===== src/rtl/mem_port_arbiter.sv =====
// Arbitrates the shared memory port between instruction fetch and load/store,
// one serialized fixed-latency access at a time. Define ARB_ROUND_ROBIN_EN for round-robin grants.
module mem_port_arbiter #(
    parameter int ADDR_W  = 32,
    parameter int DATA_W  = 32,
    parameter int MEM_LAT = 1
) (
    input  logic                clk,
    input  logic                rst_n,
    input  logic                i_req,
    input  logic [ADDR_W-1:0]   i_addr,
    output logic                i_ack,
    output logic [DATA_W-1:0]   i_rdata,
    input  logic                d_req,
    input  logic                d_we,
    input  logic [ADDR_W-1:0]   d_addr,
    input  logic [DATA_W-1:0]   d_wdata,
    input  logic [DATA_W/8-1:0] d_wmask,
    output logic                d_ack,
    output logic [DATA_W-1:0]   d_rdata,
    output logic                mem_en,
    output logic                mem_we,
    output logic [ADDR_W-1:0]   mem_addr,
    output logic [DATA_W-1:0]   mem_wdata,
    output logic [DATA_W/8-1:0] mem_wmask,
    input  logic [DATA_W-1:0]   mem_rdata,
    output logic                busy
);
    localparam int MW = DATA_W / 8;

    localparam logic [1:0] S_IDLE  = 2'd0;
    localparam logic [1:0] S_ISSUE = 2'd1;
    localparam logic [1:0] S_WAIT  = 2'd2;
    localparam logic [1:0] S_RESP  = 2'd3;

    logic [1:0]        state_q, state_d;
    logic [2:0]        cnt_q, cnt_d;
    logic              gnt_q, gnt_d;          // 1 = data requester, 0 = fetch
    logic              mem_we_q, mem_we_d;
    logic [ADDR_W-1:0] mem_addr_q, mem_addr_d;
    logic [DATA_W-1:0] mem_wdata_q, mem_wdata_d;
    logic [MW-1:0]     mem_wmask_q, mem_wmask_d;
    logic [DATA_W-1:0] rdata_q [2];           // index 0 = fetch, 1 = data
    logic [DATA_W-1:0] rdata_d [2];
    logic [1:0]        ack_vec;
    logic              take_d;

`ifdef ARB_ROUND_ROBIN_EN
    logic last_grant_q, last_grant_d;
    // On a tie the requester that did not win last time is chosen.
    always_comb begin
        take_d = d_req;
        if (d_req && i_req) begin
            take_d = ~last_grant_q;
        end
    end
`else
    always_comb begin
        take_d = d_req;
    end
`endif

    always_comb begin
        state_d     = state_q;
        cnt_d       = cnt_q;
        gnt_d       = gnt_q;
        mem_we_d    = mem_we_q;
        mem_addr_d  = mem_addr_q;
        mem_wdata_d = mem_wdata_q;
        mem_wmask_d = mem_wmask_q;
        for (int k = 0; k < 2; k++) begin
            rdata_d[k] = rdata_q[k];
        end
`ifdef ARB_ROUND_ROBIN_EN
        last_grant_d = last_grant_q;
`endif
        case (state_q)
            S_IDLE: begin
                if (d_req || i_req) begin
                    gnt_d       = take_d;
                    mem_addr_d  = take_d ? d_addr : i_addr;
                    mem_we_d    = take_d && d_we;
                    mem_wmask_d = (take_d && d_we) ? d_wmask : '0;
                    if (take_d) begin
                        mem_wdata_d = d_wdata;
                    end
`ifdef ARB_ROUND_ROBIN_EN
                    last_grant_d = take_d;
`endif
                    state_d = S_ISSUE;
                end
            end
            S_ISSUE: begin
                if (mem_we_q) begin
                    state_d = S_RESP;
                end else begin
                    cnt_d   = 3'(MEM_LAT);
                    state_d = S_WAIT;
                end
            end
            S_WAIT: begin
                cnt_d = cnt_q - 3'd1;
                if (cnt_q == 3'd1) begin
                    rdata_d[gnt_q] = mem_rdata;
                    state_d        = S_RESP;
                end
            end
            default: begin
                state_d = S_IDLE;
            end
        endcase
    end

    always_ff @(posedge clk) begin
        if (!rst_n) begin
            state_q     <= S_IDLE;
            cnt_q       <= '0;
            gnt_q       <= 1'b0;
            mem_we_q    <= 1'b0;
            mem_addr_q  <= '0;
            mem_wdata_q <= '0;
            mem_wmask_q <= '0;
            rdata_q[0]  <= '0;
            rdata_q[1]  <= '0;
`ifdef ARB_ROUND_ROBIN_EN
            last_grant_q <= 1'b0;
`endif
        end else begin
            state_q     <= state_d;
            cnt_q       <= cnt_d;
            gnt_q       <= gnt_d;
            mem_we_q    <= mem_we_d;
            mem_addr_q  <= mem_addr_d;
            mem_wdata_q <= mem_wdata_d;
            mem_wmask_q <= mem_wmask_d;
            rdata_q[0]  <= rdata_d[0];
            rdata_q[1]  <= rdata_d[1];
`ifdef ARB_ROUND_ROBIN_EN
            last_grant_q <= last_grant_d;
`endif
        end
    end

    genvar gi;
    generate
        for (gi = 0; gi < 2; gi++) begin : g_ack
            assign ack_vec[gi] = (state_q == S_RESP) && (gnt_q == 1'(gi));
        end
    endgenerate

    assign i_ack     = ack_vec[0];
    assign d_ack     = ack_vec[1];
    assign i_rdata   = rdata_q[0];
    assign d_rdata   = rdata_q[1];
    assign mem_en    = (state_q == S_ISSUE);
    assign mem_we    = mem_we_q;
    assign mem_addr  = mem_addr_q;
    assign mem_wdata = mem_wdata_q;
    assign mem_wmask = mem_wmask_q;
    assign busy      = (state_q != S_IDLE);
endmodule


===== config.mk =====
export PLATFORM = sky130hd
export DESIGN_NAME = mem_port_arbiter
export DESIGN_NICKNAME = d
export VERILOG_FILES = /design/src/rtl/mem_port_arbiter.sv
export SDC_FILE = /design/constraint.sdc
export NUM_CORES = 1
export LEC_CHECK = 0
export ABC_CLOCK_PERIOD_IN_PS = 1660
export CAP_MARGIN = 30
export CORE_MARGIN = 4
export CORE_UTILIZATION = 41
export CTS_BUF_LIST = sky130_fd_sc_hd__clkbuf_4
export DETAILED_ROUTE_END_ITERATION = 16
export GPL_TIMING_DRIVEN = 1
export PLACE_DENSITY = 0.82
export SLEW_MARGIN = 20
export SYNTH_ARGS = -nofsm -noshare
export SYNTH_HDL_FRONTEND = slang
export SYNTH_SLANG_ARGS = --single-unit

===== constraint.sdc =====
create_clock -name clk -period 1.66 [get_ports clk]
set_input_delay 0.166 -clock clk [delete_from_list [all_inputs] [get_ports clk]]
set_output_delay 0.166 -clock clk [all_outputs]
set_load 0.05 [all_outputs]

**Word level (Yosys, flattened, before mapping)**

Memories as Yosys holds them, arrays and structs flattened.
Cells that the tools add are included.
W data, S select, Z words.

- Add/sub/neg operators: 1
- Magnitude comparators: 2
- Reduce and logical (&&, ||, !) cells: 12
- Bitwise operators: 4
- Multiplexer cells: 17
- Eq/ne operators: 7

Operator list:

| cell | number |
|---|---|
| $mux W32 | 4 |
| $mux W64 | 2 |
| $bwmux W64 | 1 |
| $demux W32 S1 | 1 |
| $ne A2 B2 Y1 const B | 3 |
| $pmux W2 S3 | 1 |
| $pmux W3 S2 | 1 |
| $reduce_and A2 Y1 | 3 |
| $eq A2 B2 Y1 const B | 2 |
| $logic_and A1 B1 Y1 | 4 |
| $mux W2 | 2 |
| $mux W4 | 1 |
| $reduce_bool A2 Y1 | 2 |
| $eq A3 B1 Y1 const B | 1 |
| $mux W1 | 3 |
| $mux W3 | 1 |
| $reduce_and A3 Y1 | 1 |
| $sub A3 B1 Y3 const B | 1 |
| $eq A2 B1 Y1 const B | 1 |
| $ge A2 B2 Y1 const B | 1 |
| $logic_not A2 Y1 | 1 |
| $lt A2 B1 Y1 const B | 1 |
| $not A1 Y2 | 1 |
| $or A1 B1 Y1 | 2 |
| other kinds (2) | 2 |

- Memories: 1
- Output and inout port bits: 137
- Register bits: 75
- Word-level logic and storage cells: 51
- Bits of input ports: 137
- RAM bits: 64

Memories:

| memory | depth | bits a word | read ports | clocked after memory_dff | wr ports | RTL line | RTL |
|---|---|---|---|---|---|---|---|
| rdata_q | 2 | 32 | 2 | 0 | 2 | 43 | `logic [DATA_W-1:0] rdata_q [2];` |

**Logic depth before layout (Yosys ltp)**

- Word-level depth: 9
- Mapped depth: 7

**Worst setup path before layout**

Ideal clock, no wire load.

- Kind: register to register
- From: register state_q[1]
- To: register state_q[0]
- Stages on the path, launching flop included: 6
- Path slack: 74 ps
- Clock period less this slack: 1586 ps
- Data required time: 1588 ps
- Arrival: 1514 ps
- Setup time: 72 ps
- Cell sequence: dfxtp_1 > inv_1 > ha_1 > nand2_1 > a211o_1 > mux2i_1

- Elaborated cells on any way between the ends: 7

RTL lines:

| element | RTL line | RTL |
|---|---|---|
| start: declaration | 36 | `logic [1:0] state_q, state_d;` |
| start signal: assignment | 129 | `state_q <= state_d;` |
| $eq A2 B1 Y1 | n/a |  |
| net mem_en | 21 | `output logic mem_en,` |
| $pmux W2 S3 | 77 | `case (state_q)` |

The timed path passes the listed nets, and every way through them passes these cells.
A chain may end at the register's enable or synchronous reset.

**Worst setup path in the final report**

- From: register state_q[0]
- To: output d_ack

- Cells in the longest elaborated chain, start to end: 2

RTL lines:

| element | RTL line | RTL |
|---|---|---|
| $eq A2 B2 Y1 | 147 | `assign ack_vec[gi] = (state_q == S_RESP) && (gnt_q == 1'(gi));` |
| $logic_and A1 B1 Y1 | 147 |  |
| end: declaration | 19 | `output logic d_ack,` |

No other way between the ends.

==> out/metrics.yaml <==
status: "completed"
dieArea_sq_um: 15100
htree_levels: 4
grt_pass1_wl_um: 25200
yosys-top-cells-area: "dfxtp_1, a211oi_2, nand2_1"
antenna_found_initial: 0
gr-usage-met2: 0.365
fin_skew_ps: 9.01
r2r_cells: 6
min_path_type: "in -> reg"
clock.fmax_mhz: 620
stdcell_area_sq_um: 8420
drt_wl_total_um: 16800
hold_depth: 3
io_buffers: 273
crit_path_top_delay_cell: "dfxtp_2"
wire_per_inst_um: 16.1
cts_buffer_depth: 2
initial_core_util: 0.425
yosysTopAreaCell: "dfxtp_1"
core_area_sq_um: 12800
syn-num-nets: 743
drive_gt1_frac: 0.232
finalSetupViolations: 0
dr.pass1.iters: 4
grtUsageTotal: 0.213
grt-busiest-layer: "met2"
rows: 41
path_class: "reg -> out"
drc_errors: 0
ant_nets: 0
relSlewSlack: 0.550
rsz0062_at_grt: "yes"
hpwl_um: 12600
place_congestion: 0.823
grtUsageMet1: 0.223
clock-sinks: 139
cts.clk_slew.worst_paths_ps: 110
cp_data_required_time_ps: 1490
drv_cap: 0
clock-root-buffer: "clkbuf_4"
cts_tree: "done"
placed_cell_area_sq_um: 8140
final_cell_mix: "dfxtp_1, clkdlybuf4s50_1, nand2_1"
crit_path_cell_trace: "buf_6, ha_4, and2_4, buf_12"
p_per_area_nw_per_um2: 1380
cp_top_family: "flip-flops"
cp.depth: 4
clk_latency_ps: 520
diodes: 0
die_x_um: 123
vdd_ir_drop_max_v: 0.000611
ys_ff_latch: 139
crit_arrival_ps: 1450
synth_top_cell_area_share: 0.513
crit_buf_inv: 2
synth.avg_cell_area_sq_um: 9.07
final_common_cell: "dfxtp_1"
fin_ws_ps: 46.7
p_total_w: 0.0116
die-height_um: 123
dr_total_vias: 5269
dp_slack_ps: 46.7
utilization: 0.659
cp-end-kind: "primary output"
critPathMaxStageDelay_ps: 350
via_per_inst: 5.06
leakagePower_nw: 3.48
layout_min_cycle_time_ps: 1610
nNetsFinal: 1001
hold_viol_final: 0
ys_seq_area_frac: 0.513
yosys.cell_types.count: 30
syn2layout_area_growth_pct: 55.2
use_met3: 0.0993
grt_start_max_net_pins: 97
ios: 274
start_kind: "flop"
max_slew.worst_pin.slew_ps: 668
syn_area_sq_um: 5430
slew_violations: 0
finalCritPeriodShare: 0.972
cts_inserted_buffers: 17
syn_inst: 598
synth_warnings: 0
drt-initial-drc-count: 405
crit_path_max_fanout: 4
grt_overflow_total: 0
grt_pass1_vias: 5208
[final timing paths]
path,start,endpoint,slack [ps]
worst max-delay path,state_q[0],d_ack,50
worst min-delay path,d_wdata[15],mem_wdata[15],190
worst max register to register,state_q[1],cnt_q[1],110
worst min register to register,mem_wdata[14],mem_wdata[14],460
[per-layer routing]
layer	routed length (um)	up-vias
met2	8220	222
li1	-	2585
met1	6150	2431
met3	2030	31
met4	415	0
met5	0	-
[sequential cells by signal, summed over array words and instances (netlist names)]
register   count
cnt_q          3
gnt_q          1
mem_addr      32
mem_wdata     32
mem_we         1
mem_wmask      4
rdata_q       64
state_q        2
[cell families (layout without fill, tap and decap cells)]
kind of cell,after synthesis,after routing,synth area share
flops,139,139,0.513
fa+ha+maj,8,8,0.0184
simple gates,218,218,0.173
compound gates,144,144,0.183
mux,34,34,0.0627
buf+inv,55,326,0.0493
[Yosys cell counts, drive strengths merged]
master	number
a311oi	1
nand2b	1
a32oi	4
nand3	64
nor2b	3
nand4bb	1
buf	30
a211o	1
ha	8
nor2	40
clkbuf	19
a21oi	36
nand3b	1
dfxtp	139
and2	3
inv	6
or2	1
mux2i	34
a21o	1
o21ai	65
nand4b	1
a22oi	2
nand2	103
a211oi	32
o22ai	1
o21a	1
[worst reg2reg max path, delay by kind of cell (launching register included)]
kind                       cells  cell delay [ps]
AOI/OAI and AO/OA              2              300
buffers and inverters          2              240
DFF                            1              340
adders and majority gates      1              250
and+or+nand+nor                1              350
[cell type report]
class                      count  area (sq um)
sequential                   139          2790
clock buffer                  20           150
tap                          172           215
multi-input combinational    404          2420
timing repair buffer         288          2680
fill                        1016          4350
inverter                       6          22.5
clock inverter                12           148
[stage by stage]
stage                     hold slack [ps]  std cells  setup TNS (ps)
after floorplan                       302        598               0
after global placement                442       1007               0
after detailed placement              446       1007               0
after CTS                             111       1040           -76.8
after global routing                  109       1041            -107
final                                 188       1041               0
[what timing repair did]
| action | in CTS | in global routing |
|---|---|---|
| endpoints found under the hold margin | 3 | 0 |
| hold buffers | 1 | 0 |
| setup buffers | 0 | 1 |
| pin swaps | 0 | 0 |
| endpoints found under the setup margin | 48 | 44 |
| resized for setup | 65 | 55 |
[power by group]
group / leakage, nW / switching, W / total [W] / internal (W)
registers: 1.13 / 0.000291 / 0.00413 / 0.00384
clock network: 0.154 / 0.00120 / 0.00228 / 0.00109
logic: 2.19 / 0.00334 / 0.00521 / 0.00187
Note: power is estimated with default switching activity, not from simulation.
